[src/rtl/serial_add_pkg.sv]
// Shared constants and FSM state type for the nibble-serial adder.
package serial_add_pkg;
  localparam int NIBBLE_W = 4;

  typedef enum logic [1:0] {
    IDLE = 2'd0,
    ADD  = 2'd1,
    DONE = 2'd2
  } state_e;
endpackage

[src/rtl/nibble_add.sv]
// Combinational 4-bit adder slice; the only arithmetic in serial_add_ctrl.
module nibble_add (
  input  logic [3:0] a,
  input  logic [3:0] b,
  input  logic       ci,
  output logic [3:0] s,
  output logic       co
);
  assign {co, s} = {1'b0, a} + {1'b0, b} + {4'b0, ci};
endmodule

[src/rtl/serial_add_ctrl.sv]
// Nibble-serial add/subtract with valid/ready handshakes on both sides.
// Define SERIAL_ADD_SUB_EN to compile in subtraction (sub=1 -> a + ~b + 1).
module serial_add_ctrl
  import serial_add_pkg::*;
#(
  parameter int WIDTH = 16
) (
  input  logic             clk,
  input  logic             rst,
  input  logic             in_valid,
  output logic             in_ready,
  input  logic [WIDTH-1:0] a,
  input  logic [WIDTH-1:0] b,
  input  logic             cin,
  input  logic             sub,
  output logic             out_valid,
  input  logic             out_ready,
  output logic [WIDTH-1:0] sum,
  output logic             cout,
  output logic             ovf
);
  localparam int N     = WIDTH / NIBBLE_W;
  localparam int IDX_W = $clog2(N);
  localparam logic [IDX_W-1:0] LAST = IDX_W'(N - 1);

  state_e           state_q, state_d;
  logic [WIDTH-1:0] a_q, a_d, b_q, b_d, sum_q, sum_d;
  logic             carry_q, carry_d, ovf_q, ovf_d;
  logic [IDX_W-1:0] idx_q, idx_d;

  logic [WIDTH-1:0] eff_b;
  logic             eff_c;
`ifdef SERIAL_ADD_SUB_EN
  assign eff_b = sub ? ~b : b;
  assign eff_c = sub ? 1'b1 : cin;
`else
  logic unused_sub;
  assign unused_sub = sub;
  assign eff_b      = b;
  assign eff_c      = cin;
`endif

  logic [NIBBLE_W-1:0] nib_a, nib_b, nib_s;
  logic                nib_co;
  assign nib_a = a_q[NIBBLE_W*int'(idx_q) +: NIBBLE_W];
  assign nib_b = b_q[NIBBLE_W*int'(idx_q) +: NIBBLE_W];

  nibble_add u_nibble_add (
    .a (nib_a),
    .b (nib_b),
    .ci(carry_q),
    .s (nib_s),
    .co(nib_co)
  );

  always_comb begin
    state_d = state_q;
    a_d     = a_q;
    b_d     = b_q;
    sum_d   = sum_q;
    carry_d = carry_q;
    ovf_d   = ovf_q;
    idx_d   = idx_q;
    unique case (state_q)
      IDLE: if (in_valid) begin
        a_d     = a;
        b_d     = eff_b;
        carry_d = eff_c;
        idx_d   = '0;
        state_d = ADD;
      end
      ADD: begin
        sum_d[NIBBLE_W*int'(idx_q) +: NIBBLE_W] = nib_s;
        carry_d = nib_co;
        idx_d   = idx_q + 1'b1;
        if (idx_q == LAST) begin
          // nib_s[3] is the sum MSB being written on this edge
          ovf_d   = (a_q[WIDTH-1] == b_q[WIDTH-1]) && (nib_s[3] != a_q[WIDTH-1]);
          state_d = DONE;
        end
      end
      DONE: if (out_ready) state_d = IDLE;
      default: state_d = IDLE;
    endcase
  end

  always_ff @(posedge clk) begin
    if (rst) begin
      state_q <= IDLE;
      a_q     <= '0;
      b_q     <= '0;
      sum_q   <= '0;
      carry_q <= 1'b0;
      ovf_q   <= 1'b0;
      idx_q   <= '0;
    end else begin
      state_q <= state_d;
      a_q     <= a_d;
      b_q     <= b_d;
      sum_q   <= sum_d;
      carry_q <= carry_d;
      ovf_q   <= ovf_d;
      idx_q   <= idx_d;
    end
  end

  assign in_ready  = (state_q == IDLE);
  assign out_valid = (state_q == DONE);
  assign sum       = sum_q;
  // carry register is frozen in DONE, so it doubles as cout
  assign cout      = carry_q;
  assign ovf       = ovf_q;
endmodule

[config.mk]
export PLATFORM = sky130hd
export DESIGN_NAME = serial_add_ctrl
export DESIGN_NICKNAME = d
export VERILOG_FILES = /design/src/rtl/serial_add_pkg.sv /design/src/rtl/nibble_add.sv /design/src/rtl/serial_add_ctrl.sv
export SDC_FILE = /design/constraint.sdc
export NUM_CORES = 1
export LEC_CHECK = 0
export BUFFER_PORTS_ARGS = -buffer_cell sky130_fd_sc_hd__buf_2
export CORE_MARGIN = 4
export CORE_UTILIZATION = 45
export CTS_BUF_LIST = sky130_fd_sc_hd__clkbuf_2 sky130_fd_sc_hd__clkbuf_4 sky130_fd_sc_hd__clkbuf_8
export DETAILED_ROUTE_END_ITERATION = 16
export GPL_TIMING_DRIVEN = 0
export HOLD_SLACK_MARGIN = 0.02
export MAX_ROUTING_LAYER = met4
export PLACE_DENSITY = 0.74
export SETUP_SLACK_MARGIN = 0.5
export SYNTH_ARGS = -nofsm -noshare
export SYNTH_HDL_FRONTEND = slang
export SYNTH_SLANG_ARGS = --single-unit
[constraint.sdc]
create_clock -name clk -period 3.1 [get_ports clk]
set_input_delay 0.465 -clock clk [delete_from_list [all_inputs] [get_ports clk]]
set_output_delay 0.465 -clock clk [all_outputs]
set_load 0.01 [all_outputs]
======== After elaboration in Yosys (flattened, before gate mapping) ========
Cells that the tools add are included.
word-level totals
  bits in registers ....................... 54
  bits of input ports ..................... 38
  output and inout port bits .............. 20
  word-level logic and storage cells ...... 39
operators by class
  add/subtract/negate cells ............... 4
  equal/unequal tests ..................... 8
  shifts and indexed selects .............. 4
  muxes and demuxes ....................... 9
  reduce and logical (&&, ||, !) cells .... 7
operators with widths
  kind                       number
  $neg A4 Y33                1
  $shift A4 B33 Y16 const A  1
  $shiftx A4 B33 Y16         1
  $shiftx A16 B5 Y4          2
  $bwmux W16                 1
  $mux W2                    4
  $pmux W2 S3                1
  $reduce_and A2 Y1          3
  $add A4 B4 Y5              1
  $add A5 B1 Y5              1
  $eq A2 B2 Y1 const B       2
  $ne A2 B2 Y1 const B       2
  $pmux W2 S2                1
  $reduce_and A3 Y1          1
  $add A2 B1 Y2 const B      1
  $eq A2 B1 Y1 const B       1
  $logic_not A2 Y1           1
  $ne A2 B1 Y1 const B       1
  $pmux W1 S2                1
  $reduce_bool A2 Y1         1
  $eq A1 B1 Y1               1
  $logic_and A1 B1 Y1        1
  $mux W1                    1
  $ne A1 B1 Y1               1

======== Depth between registers and ports, before layout ========
  depth in word-level cells ............... 5
  gate-level depth with buffers ........... 8
  mapped depth without buffers ............ 7

======== Modules after synthesis ========
Synthesis repeated with hierarchy kept, for this count alone.
second synthesis, totals
  cells, all modules ...................... 276
  area total of the unflattened synthesis .. 2461.1 um2
modules (own cells, without submodules)
  module           instances  cells an instance  area each (um2)  sequential area each (um2)
  serial_add_ctrl  1          260                2317.2           1081.0
  nibble_add       1          16                 143.9            0.0

======== Worst setup path before layout ========
Ideal clock, no wire load.
  kind .................................... register to register
  from .................................... reg idx_q[0]
  to ...................................... reg ovf_q, in the netlist ovf
  setup time .............................. 0.088 ns
  data arrival time ....................... 2.605 ns
  data required time ...................... 3.012 ns
  setup slack ............................. 0.407 ns
  stages on the path, launching flop included .. 8
  path buffers ............................ 1
  period minus slack after synthesis ...... 2.693 ns
  path through ............................ dfxtp_1 -> buf_2 -> mux4_2 -> fa_1 -> a211o_1 -> a21o_1 -> a21o_1 -> a311oi_2
on the way
  longest elaborated chain between the ends .. 5
  elaborated cells on any way between the ends .. 8
  those cells by class .................... 2 x add/sub; 2 x eq/ne; 2 x shift; 2 x reduce/logical
RTL lines
  element                               RTL line                                      RTL
  start: declaration                    serial_add_ctrl.sv:29                         logic [IDX_W-1:0] idx_q, idx_d;
  start signal: assignment              serial_add_ctrl.sv:103                        idx_q <= idx_d;
  $shiftx A16 B5 Y4 (on tied branches)  serial_add_ctrl.sv:45, serial_add_ctrl.sv:46
  $add A4 B4 Y5                         nibble_add.sv:9                               assign {co, s} = {1'b0, a} + {1'b0, b} + {4'b0, ci};
  $add A5 B1 Y5                         nibble_add.sv:9
  $ne A1 B1 Y1                          serial_add_ctrl.sv:78                         ovf_d = (a_q[WIDTH-1] == b_q[WIDTH-1]) && (nib_s[3] != a_q[WIDTH-1]);
  $logic_and A1 B1 Y1                   serial_add_ctrl.sv:78
  end signal: assignment                serial_add_ctrl.sv:102                        ovf_q <= ovf_d;
  end: declaration                      serial_add_ctrl.sv:28                         logic carry_q, carry_d, ovf_q, ovf_d;
Parallel ways exist; a longest one is shown, timed or not.
A chain may end at the register's enable or synchronous reset.

======== Worst setup path after layout ========
Ends and elaborated chain as after synthesis.

==> results.md <==
* Run status: finished, final reports clean
* Final setup margin at 0.624 ns
* WP data required at 3.33 ns
* Top post-synthesis cells by count: nand2_1 (71), dfxtp_1 (54), a21oi_1 (34)
* Diode count at 0
* Avg Vias per Cell at 5.16
* Synth Cell Area at 0.00247 mm2
* Die Span X at 82.1 um
* DRT iter0 DRCs at 85
* Gpl congestion at 0.845
* Final Cell Area at 0.00302 mm2
* Root buffer cell: clkbuf_8
* EDFF count, synth at 0
* Port-buffer cells at 55
* Worst Setup Start Kind: flop
* Share of the yosys chip area belonging to registers at 43.8%
* Skew final at 0.0101 ns
* Io pins at 58
* WS Path Type: reg2reg
* HPWL after detailed placement at 3990 um
* Crit path from: idx_q[0]
* RSZ-0062 raised after global routing: no
* Crit end category: flop
* Min-delay src: rst
* Tot GR Track Use at 17.6%
* Setup TNS at 0 ns
* Layout fillers at 478
* Crit-path max FO at 10
* Area contributors post-synth: dfxtp_1 (44%), nand2_1 (11%), mux4_2 (7.3%)
* Max_cap viols at 0
* Yosys top cell area share at 43.8%
* Clk slew on worst S/H paths at 0.10 ns
* First-pass DRT Iterations at 5
* Fin crit share at 79.9%
* Mean Syn Cell Area at 9.32 um2
* Max Slew Vio Count at 0
* Most common cell in the netlist: nand2_1
* Worst Hold Class: in2reg
* # setup viols final at 0
* Htree depth at 2
* CTS tree: done
* Fraction of registers with async set or reset after synthesis at 0%
* CTS buffer count at 5
* # DRC at 0
* Overflow after GRT at 0
* Biggest area consumer among synthesized cells: dfxtp_1
* Leakage at 0.00129 uW
* P per Cell Area at 505 mW/mm2
* Number of global-route vias before repair at 1,938
* Routed WL at 5320 um
* Synth Instances at 265
* Worst EP arrival at 2.71 ns
* Slew headroom at 69.8%
* Ys Warns at 0
* Placed instance area at 0.00284 mm2
* Global-route wire length before repair at 8910 um
* Layout cell share with drive strength beyond 1 at 30.1%
* Worst-skew pair later-pin latency at 0.30 ns
* Drt wl/cell at 13.3 um
* Max clock buf depth at 2
* CTS Hold Bufs at 0
* Final hold violations at 0
* Starting Density at 47.4%
* Fin crit period at 2.48 ns
* Peak VDD IR at 347 uV
* Die H at 82.1 um
* Clock sinks at 54
* Tightest Pin Transition at 0.453 ns
* Syn-to-layout area delta at 22.5%
* Nets@finish at 377
* FP Rows at 26
* #FFs+latches synth at 54
* Total die area at 0.00673 mm2
* Core footprint at 0.00520 mm2
* Pre-CTS WS at 0.215 ns
* Yosys cell types at 38
* Initial antenna violation count at 0
* Largest net degree at the start of global routing at 18
* Post-route ant nets at 0
* F_max at 404 MHz
* Vias at 2,058
* Synth Flop Type: dfxtp_1
* Syn nets at 314
* Reg-to-Reg Start: idx_q[0]
worst max-delay path, cell delays in order, from the launching register on:
cell and delay [ns]:
dfxtp_4 0.37, buf_12 0.14, mux4_2 0.53, fa_2 0.40, a211o_1 0.35, a21o_4 0.24
a21o_1 0.17, a311oi_2 0.21
logic make-up after synthesis:
family                     synth area share, %
adders and majority gates                 6.18
buffers and inverters                     5.78
DFF                                       43.8
muxes                                     7.30
and+or+nand+nor                           20.9
AOI/OAI and AO/OA                         15.7
xor gates and xnor gates                 0.355
worst paths after layout:
kind | to | slack [ns] | cells past startpoint
worst min-delay path | ovf | 0.38 | 2
worst max-delay path | ovf | 0.62 | 7
worst min register to register | a_q[13] | 0.46 | 2
worst max register to register | ovf | 0.62 | 7
cells in the final DEF, fill, tap and decap left out, drive strengths merged, types with 4 or more instances in the layout:
cell,instances
nand2,71
a22oi,13
mux4,8
a21oi,35
clkbuf,14
inv,5
buf,63
nor2,22
dfxtp,54
a32oi,4
ha,9
per-layer routing:
metal | GRT usage (%) | share of wire, %
met1 | 21.5 | 45
met2 | 30.1 | 48
met3 | 3.73 | 5.4
met4 | 2.99 | 0.83
met5 | - | 0
what timing repair did:
item,4_1_cts,5_1_grt
pin swaps,0,1
resized for setup,7,5
setup buffers,1,0
setup endpoints to repair,14,13
final cells by class:
| class | instances | area (um2) | area share, % |
|---|---|---|---|
| clock buffers | 5 | 68.8 | 2.28 |
| plain buffers | 16 | 143 | 4.72 |
| multi-input cells | 190 | 1270 | 42.0 |
| clock inverters | 3 | 68.8 | 2.28 |
| well taps | 70 | 87.6 | 2.90 |
| flip-flops and latches | 54 | 1080 | 35.9 |
| repair buffers | 56 | 283 | 9.35 |
| inverters | 5 | 18.8 | 0.621 |
power breakdown:
group          total, uW  internal (uW)  switching (uW)
clock network        553            323             230
logic                230            107             123
registers            744            724            19.6
flip-flops by register name (all words and copies together), names as in the netlist:
| signal | cells |
|---|---|
| a_q | 16 |
| ovf | 1 |
| idx_q | 2 |
| state_q | 2 |
| b_q | 16 |
| sum | 16 |
| cout | 1 |
metrics by stage:
step	utilization, %	instances	total power (uW)	hold WS (ns)
global route	58.1	399	1600	0.366
global placement	54.5	390	975	0.441
finish	58.1	399	1530	0.381
detailed placement	54.5	390	980	0.447
CTS	57.9	399	1530	0.379
floorplan	-	265	908	0.430
Note: power is estimated with default switching activity, not from simulation.
